$ cat src/rtl/game_round_sequencer.sv
// ---------------------------------------------------------------------------
// game_round_sequencer
//
// Sequences rounds of the hMove/cMove game FSM. Human moves arrive over a
// valid/ready handshake and are forwarded to the game FSM as one-cycle hMove
// pulses, one per round. Each round's win/cMove is sampled, a move limit and
// an idle timeout are enforced, and saturating human/CPU scores are kept.
//
// Every output is a register. There is no combinational path from any input
// to any output.
//
// Ports
//   i_clk          system clock, rising edge
//   i_rst_n        asynchronous active-low reset
//   i_start        level; begins a new game from IDLE/DONE, aborts from WAIT_MOVE
//   i_move_valid   i_move_in is valid this cycle
//   i_move_in      human move; legal range 0..9
//   o_move_ready   sequencer accepts i_move_in this cycle
//   i_cmove        computer move from the game FSM
//   i_win          win flag from the game FSM
//   o_hmove        move to the game FSM; 4'hF = no move
//   o_fsm_reset    active-high reset to the game FSM
//   o_last_cmove   i_cmove captured in the most recent CHECK
//   o_human_score  games won by the human (saturating)
//   o_cpu_score    games won by the CPU via move limit or timeout (saturating)
//   o_game_over    1 while in DONE
//   o_human_won    result of the last finished game
//   o_busy         1 in CLR, WAIT_MOVE, APPLY, CHECK
//
// State table
//   state       | meaning
//   S_IDLE      | game FSM held in reset, waiting for start
//   S_CLR       | game FSM reset for 2 cycles, round counters cleared
//   S_WAIT_MOVE | ready for a human move, idle timeout running
//   S_APPLY     | latched move driven on hMove for one cycle
//   S_CHECK     | sample win/cMove, decide end of game
//   S_DONE      | game finished, FSM holds its final state
// ---------------------------------------------------------------------------
module game_round_sequencer #(
  parameter int MAX_MOVES   = 8,
  parameter int TIMEOUT_CYC = 16,
  parameter int SCORE_W     = 4
) (
  input  logic               i_clk,
  input  logic               i_rst_n,
  input  logic               i_start,
  input  logic               i_move_valid,
  input  logic [3:0]         i_move_in,
  output logic               o_move_ready,
  input  logic [3:0]         i_cmove,
  input  logic               i_win,
  output logic [3:0]         o_hmove,
  output logic               o_fsm_reset,
  output logic [3:0]         o_last_cmove,
  output logic [SCORE_W-1:0] o_human_score,
  output logic [SCORE_W-1:0] o_cpu_score,
  output logic               o_game_over,
  output logic               o_human_won,
  output logic               o_busy
);

  localparam int MC_W = $clog2(MAX_MOVES + 1);
  localparam int TO_W = $clog2(TIMEOUT_CYC + 1);

  localparam logic [3:0]         NO_MOVE   = 4'hF;
  localparam logic [3:0]         MOVE_MAX  = 4'd9;
  localparam logic [SCORE_W-1:0] SCORE_MAX = '1;
  localparam logic [MC_W-1:0]    MC_LIMIT  = MC_W'(MAX_MOVES);
  // Down-counter load: reaching zero marks the TIMEOUT_CYC-th idle cycle.
  localparam logic [TO_W-1:0]    TO_LOAD   = TO_W'(TIMEOUT_CYC - 1);

  typedef enum logic [2:0] {
    S_IDLE      = 3'd0,
    S_CLR       = 3'd1,
    S_WAIT_MOVE = 3'd2,
    S_APPLY     = 3'd3,
    S_CHECK     = 3'd4,
    S_DONE      = 3'd5
  } state_t;

  state_t             r_state;
  logic               r_clr_cnt;
  logic [MC_W-1:0]    r_move_cnt;
  logic [TO_W-1:0]    r_tmo_cnt;
  logic [3:0]         r_hmove;
  logic               r_fsm_reset;
  logic               r_move_ready;
  logic [3:0]         r_last_cmove;
  logic [SCORE_W-1:0] r_human_score;
  logic [SCORE_W-1:0] r_cpu_score;
  logic               r_game_over;
  logic               r_human_won;
  logic               r_busy;

  logic w_move_legal;
  logic w_human_sat;
  logic w_cpu_sat;
  logic w_tmo_done;
  logic w_limit_hit;

  assign w_move_legal = (i_move_in <= MOVE_MAX);
  assign w_human_sat  = (r_human_score == SCORE_MAX);
  assign w_cpu_sat    = (r_cpu_score == SCORE_MAX);
  assign w_tmo_done   = (r_tmo_cnt == '0);
  assign w_limit_hit  = (r_move_cnt == MC_LIMIT);

  always_ff @(posedge i_clk or negedge i_rst_n) begin
    if (!i_rst_n) begin
      r_state       <= S_IDLE;
      r_clr_cnt     <= 1'b0;
      r_move_cnt    <= '0;
      r_tmo_cnt     <= '0;
      r_hmove       <= NO_MOVE;
      r_fsm_reset   <= 1'b1;
      r_move_ready  <= 1'b0;
      r_last_cmove  <= 4'd0;
      r_human_score <= '0;
      r_cpu_score   <= '0;
      r_game_over   <= 1'b0;
      r_human_won   <= 1'b0;
      r_busy        <= 1'b0;
    end else begin
      case (r_state)
        S_IDLE: begin
          if (i_start) begin
            r_state      <= S_CLR;
            r_clr_cnt    <= 1'b0;
            r_move_cnt   <= '0;
            r_tmo_cnt    <= TO_LOAD;
            r_fsm_reset  <= 1'b1;
            r_move_ready <= 1'b0;
            r_game_over  <= 1'b0;
            r_busy       <= 1'b1;
            r_hmove      <= NO_MOVE;
          end
        end

        S_CLR: begin
          // r_clr_cnt distinguishes the first and second CLR cycle.
          if (r_clr_cnt) begin
            r_state      <= S_WAIT_MOVE;
            r_fsm_reset  <= 1'b0;
            r_move_ready <= 1'b1;
          end else begin
            r_clr_cnt <= 1'b1;
          end
        end

        S_WAIT_MOVE: begin
          if (i_start) begin
            // Abort: the move offered this cycle (if any) is dropped.
            r_state      <= S_CLR;
            r_clr_cnt    <= 1'b0;
            r_move_cnt   <= '0;
            r_tmo_cnt    <= TO_LOAD;
            r_fsm_reset  <= 1'b1;
            r_move_ready <= 1'b0;
            r_game_over  <= 1'b0;
            r_busy       <= 1'b1;
            r_hmove      <= NO_MOVE;
          end else if (i_move_valid && w_move_legal) begin
            r_state      <= S_APPLY;
            r_hmove      <= i_move_in;
            r_move_ready <= 1'b0;
            r_tmo_cnt    <= TO_LOAD;
          end else if (w_tmo_done) begin
            // Idle (or illegal-only) cycles exhausted: human forfeits.
            r_state      <= S_DONE;
            r_move_ready <= 1'b0;
            r_game_over  <= 1'b1;
            r_human_won  <= 1'b0;
            r_busy       <= 1'b0;
            if (!w_cpu_sat) begin
              r_cpu_score <= r_cpu_score + SCORE_W'(1);
            end
          end else begin
            // Illegal moves are consumed here too and do not stop the timer.
            r_tmo_cnt <= r_tmo_cnt - TO_W'(1);
          end
        end

        S_APPLY: begin
          r_state    <= S_CHECK;
          r_hmove    <= NO_MOVE;
          r_move_cnt <= r_move_cnt + MC_W'(1);
        end

        S_CHECK: begin
          r_last_cmove <= i_cmove;
          if (i_win) begin
            r_state     <= S_DONE;
            r_game_over <= 1'b1;
            r_human_won <= 1'b1;
            r_busy      <= 1'b0;
            if (!w_human_sat) begin
              r_human_score <= r_human_score + SCORE_W'(1);
            end
          end else if (w_limit_hit) begin
            r_state     <= S_DONE;
            r_game_over <= 1'b1;
            r_human_won <= 1'b0;
            r_busy      <= 1'b0;
            if (!w_cpu_sat) begin
              r_cpu_score <= r_cpu_score + SCORE_W'(1);
            end
          end else begin
            r_state      <= S_WAIT_MOVE;
            r_move_ready <= 1'b1;
          end
        end

        S_DONE: begin
          if (i_start) begin
            r_state      <= S_CLR;
            r_clr_cnt    <= 1'b0;
            r_move_cnt   <= '0;
            r_tmo_cnt    <= TO_LOAD;
            r_fsm_reset  <= 1'b1;
            r_move_ready <= 1'b0;
            r_game_over  <= 1'b0;
            r_busy       <= 1'b1;
            r_hmove      <= NO_MOVE;
          end
        end

        default: begin
          r_state      <= S_IDLE;
          r_fsm_reset  <= 1'b1;
          r_move_ready <= 1'b0;
          r_hmove      <= NO_MOVE;
          r_game_over  <= 1'b0;
          r_busy       <= 1'b0;
        end
      endcase
    end
  end

  assign o_move_ready  = r_move_ready;
  assign o_hmove       = r_hmove;
  assign o_fsm_reset   = r_fsm_reset;
  assign o_last_cmove  = r_last_cmove;
  assign o_human_score = r_human_score;
  assign o_cpu_score   = r_cpu_score;
  assign o_game_over   = r_game_over;
  assign o_human_won   = r_human_won;
  assign o_busy        = r_busy;

endmodule

$ cat config.mk
export PLATFORM = sky130hd
export DESIGN_NAME = game_round_sequencer
export DESIGN_NICKNAME = d
export VERILOG_FILES = /design/src/rtl/game_round_sequencer.sv
export SDC_FILE = /design/constraint.sdc
export NUM_CORES = 1
export LEC_CHECK = 0
export ABC_AREA = 1
export BUFFER_PORTS_ARGS = -buffer_cell sky130_fd_sc_hd__buf_2
export CAP_MARGIN = 10
export CORE_ASPECT_RATIO = 1.4
export CORE_UTILIZATION = 40
export DETAILED_ROUTE_END_ITERATION = 8
export PLACE_DENSITY_LB_ADDON = 0.1
export SYNTH_ARGS = -nofsm -noshare
export SYNTH_HDL_FRONTEND = slang
export SYNTH_SLANG_ARGS = --single-unit
$ cat constraint.sdc
create_clock -name i_clk -period 1.5 [get_ports i_clk]
set_input_delay 0.45 -clock i_clk [delete_from_list [all_inputs] [get_ports i_clk]]
set_output_delay 0.45 -clock i_clk [all_outputs]
set_load 0.01 [all_outputs]
**Word-level counts from Yosys, hierarchy flattened**

Cells that the tools add are included.

- Register bits after elaboration: 34
- Bits of input ports: 13

- Reductions and logical operators: 23
- Magnitude comparators: 1
- Bitwise operators: 5
- Equal/unequal tests: 23
- Muxes and demuxes: 52
- $add $sub $neg: 4

Operators with widths:

| kind | number |
|---|---|
| 4-bit 2-to-1 mux | 10 |
| 3-bit 2-to-1 mux | 7 |
| 1-bit 2-to-1 mux | 20 |
| 5-bit 2-to-1 mux | 4 |
| 4-bit case mux with 2 select lines | 2 |
| 3-bit case mux with 5 select lines | 1 |
| 3-bit AND reduction | 5 |
| 2-bit != test, second input constant | 7 |
| 4-bit by 1-bit adder with 4-bit output, second input constant | 3 |
| 4-bit == test, second input constant | 3 |
| 3-bit != test, second input constant | 4 |
| 4-bit case mux with 3 select lines | 1 |
| 6-bit AND reduction | 2 |
| 5-bit case mux with 2 select lines | 1 |
| 5-bit AND reduction | 2 |
| 4-bit != test, second input constant | 2 |
| 1-bit case mux with 4 select lines | 2 |
| 2-bit nonzero test | 4 |
| 2-bit OR reduction | 4 |
| 3-bit by 2-bit == test with 1-bit output, second input constant | 2 |
| 3-bit == test, second input constant | 2 |
| 5-bit zero test | 1 |
| 1-bit NOT | 5 |
| 1-bit case mux with 5 select lines | 1 |
| 10 further kinds | 13 |

**Longest topological paths before layout**

- Depth in word-level cells: 6
- Depth in mapped cells: 9

**Worst setup path after synthesis**

Ideal clock, no wire load.

- Path type: register to register
- Start: register r_tmo_cnt[0]
- End: register r_cpu_score[2] (netlist: o_cpu_score[2])
- Path slack: 0.143 ns
- Library setup time: 0.117 ns
- Data arrival time: 1.240 ns
- Clock period less this slack: 1.357 ns
- Stages on the path, launching flop included: 10
- Path buffers: 0
- Path through: dfrtp_1 -> inv_1 -> ha_1 -> nand2_1 -> nor2_1 -> nand3_1 -> nand2_1 -> nand2_2 -> nand2_1 -> nand2_1

- Word-level cells in the longest chain between the ends: 3

Ends and longest elaborated chain:

| what | RTL line | source |
|---|---|---|
| start: declaration | 84 | `logic [TO_W-1:0] r_tmo_cnt;` |
| start signal: assignment | 178 | `r_tmo_cnt <= r_tmo_cnt - TO_W'(1);` |
| 5-bit zero test | 104 | `assign w_tmo_done = (r_tmo_cnt == '0);` |
| 2-bit != test (no source line) | -- |  |
| 6-bit AND reduction (no source line) | -- |  |
| end signal: assignment | 174 | `r_cpu_score <= r_cpu_score + SCORE_W'(1);` |
| end signal: assignment | 204 | `r_cpu_score <= r_cpu_score + SCORE_W'(1);` |
| end: declaration | 90 | `logic [SCORE_W-1:0] r_cpu_score;` |

Every way passes these cells.
A chain may end at the register's enable or synchronous reset.

**Worst setup path in the final report**

- Start: register r_tmo_cnt[0]
- End: register r_busy (netlist: o_busy)

- Word-level cells in the longest chain between the ends: 3

Ends and longest elaborated chain:

| what | RTL line | source |
|---|---|---|
| 5-bit zero test | 104 |  |
| 3-bit != test (no source line) | -- |  |
| 5-bit AND reduction (no source line) | -- |  |
| end signal: assignment | 121 | `r_busy <= 1'b0;` |
| end signal: assignment | 133 | `r_busy <= 1'b1;` |
| end signal: assignment | 159 | `r_busy <= 1'b1;` |
| end: declaration | 93 | `logic r_busy;` |

Every way passes these cells.

==> reports/summary.txt <==
Slew margin rel. - 75.5%
Ys async rst share - 100%
CTS Hold Bufs - 0
Syn_nets - 242
Buffers on Ports - 33
Crit path arrival time - 1.62 ns
Fraction of layout cells with a size suffix above 1 - 35.6%
VDD IR max - 0.942 mV
Gpl congestion - 0.903
Status - complete, no violations
Average cell area after synthesis - 7.89 um2
EDFF count, synth - 0
Final core occ - 54.8%
Setup violations, final - 0
I/O pin count - 34
Drc violations - 0
Cell row count - 28
Initial antenna violation count - 0
RSZ-0062 raised after global routing - yes
Number of global-route vias before repair - 1610
Final Hold Fails - 0
Worst Path Buf+Inv - 2
CTS H-tree lvls - 2
Min-Delay Path Class - input pin to asynchronous set/reset pin
Synthesized area - 1770 um2
Fin Setup TNS - 0 ns
Delay-heaviest family, CP - simple AND/OR/NAND/NOR gates
Initial cell density of the core - 41.7%
Post-layout min period - 1.45 ns
CTS sink cnt - 34
LEAKAGE - 1.20 nW
Chip width - 58.2 um
Die area - 4690 um2
Most used DFF post-synth - dfrtp_1
DR vias/cell - 4.88
Sequential share of the synthesized area - 48.5%
Warnings, synthesis - 0
Clk buf depth - 2
Final WL - 4.05 mm
CTS tree - done
Area growth from synthesis to layout - 31.4%
Cells after DPL - 326
Antenna Cells - 0
Max_cap viols - 0
Core area - 4240 um2
Crit path top cell by count - nand2_1
Setup crit end kind - flip-flop
R2R Setup Slk - 0.05 ns
Startpoint types - flip-flop
Commonest cells post-synth - nand2_1, dfrtp_1, nor2_1, nand3_1, inv_1
Critical path required time - 1.67 ns
Netlist cell types - 23
Syn Inst Count - 224
Pwr Density - 1970 nW/um2
Starting DRT DRC Count - 74
Total CTS buffers - 5
Largest incremental delay on the critical path - 0.38 ns
Hpwl dp - 3.07 mm
Non-filler cells, final - 338
Clock root buffer - clkbuf_8
Skew final - 0.00323 ns
Ratio of final minimum period to clock period - 96.4%
Die height - 80.7 um
Setup CP Type - flip-flop to flip-flop
CP Cell Sequence - inv_2 -> ha_4 -> buf_6 -> nand3b_1 -> a21oi_2 -> nand3_2 -> nand2_1 -> nand2_1
Largest net degree at the start of global routing - 21
Routed len/inst - 12.0 um
Nets - 295
Final Power - 4.57 mW
Total grt overflow - 0
Slew @ Worst Pin - 0.367 ns
Post-synth top area cell - dfrtp_1
First-pass GRT wire length - 6.80 mm
FF+latch count, synth - 34
Vias post-DR - 1650
Post-route ant nets - 0
Dominant cells by area after synthesis - dfrtp_1, nand2_1, dfstp_2
Clock-pin slew on the worst setup and hold paths - 0.07 ns
GRT Util Overall - 19.3%
First drt pass iteration count - 4
Clk_lat worst skew - 0.28 ns
Top cell type's share of synthesized area - 41.0%
Count leader, synth - nand2_1
Max Fclk - 0.691 GHz
Fin. max-slew vios - 0
Worst Path Max Fanout - 4
Slowest CP cell - dfrtp_1
-- cells in the final DEF (no fill, tap or decap), types with 7 or more instances in the layout --
cell type and n:
dfrtp_1 27, nand3_1 16, buf_4 11, buf_2 33, nor2_2 10, o21ai_1 7
nor2_1 12, nand2_1 70, inv_1 15, o21ai_0 12, nand2_2 10
-- worst reg2reg max path, cell delays in order (launching register included) --
cell      delay (ns)
dfrtp_1         0.38
inv_2           0.08
ha_4            0.13
buf_6           0.09
nand3b_1        0.19
a21oi_2         0.23
nand3_2         0.11
nand2_1         0.08
nand2_1         0.05
-- metrics by stage --
stage | worst slack [ns] | hold WS [ns] | area, um2
3_3_place_gp | -0.0106 | 0.384 | 2090
3_5_place_dp | -0.0337 | 0.389 | 2090
4_1_cts | 0.00497 | 0.0750 | 2180
5_1_grt | -0.0609 | 0.0848 | 2320
2_1_floorplan | 0.143 | 0.154 | 1770
6_report | 0.0533 | 0.0700 | 2320
-- sequential cells by signal, indices dropped and copies added (netlist names) --
name           cells
r_tmo_cnt          5
o_cpu_score        4
o_hmove            4
o_human_score      4
o_last_cmove       4
r_move_cnt         4
r_state            3
o_busy             1
o_fsm_reset        1
o_game_over        1
o_human_won        1
o_move_ready       1
r_clr_cnt          1
-- layout make-up --
cell class | instances | area (um2)
flip-flops and latches | 34 | 860
well taps | 60 | 75.1
repair buffers | 46 | 279
fillers | 420 | 1920
clock buffers | 7 | 86.3
multi-input cells | 169 | 936
clock inverters | 1 | 5.00
inverters | 21 | 81.3
-- layer usage --
metal  track usage, %  vias up  wire (um)
li1                 -      823          -
met1             21.3      765       1650
met2             33.7       47       2080
met3             3.86       15        167
met4             11.4        0        149
met5                0        -          0
-- logic make-up (layout without fill, tap and decap cells) --
logic type	after synthesis	in the layout	share of synthesized area, %
and+or+nand+nor	133	133	32.0
DFF	34	34	48.5
AOI/OAI and AO/OA	23	23	7.57
buffers and inverters	21	75	4.46
xor gates and xnor gates	8	8	3.96
adders and majority gates	5	5	3.54
-- final timing paths --
check                              from         endpoint  cells after the start
max                        r_tmo_cnt[0]           o_busy                      8
min                             i_rst_n     o_move_ready                      1
max reg2reg                r_tmo_cnt[0]           o_busy                      8
min reg2reg                  o_hmove[2]       o_hmove[2]                      2
max in group asynchronous       i_rst_n       o_hmove[0]                      2
min in group i_clk           i_cmove[1]  o_last_cmove[1]                      3
-- power by group --
part / total [mW] / leakage [nW] / switching [mW] / internal, mW
logic: 2.19 / 0.742 / 1.31 / 0.879
clock network: 0.691 / 0.0482 / 0.321 / 0.370
registers: 1.70 / 0.409 / 0.333 / 1.36
total: 4.57 / 1.20 / 1.96 / 2.61
-- repair_timing --
action	in CTS	in global routing
buffers inserted	0	4
resized for setup	1	37
pin swaps	0	11
endpoints found under the setup margin	1	25
Power figures use the tool's default switching activity.
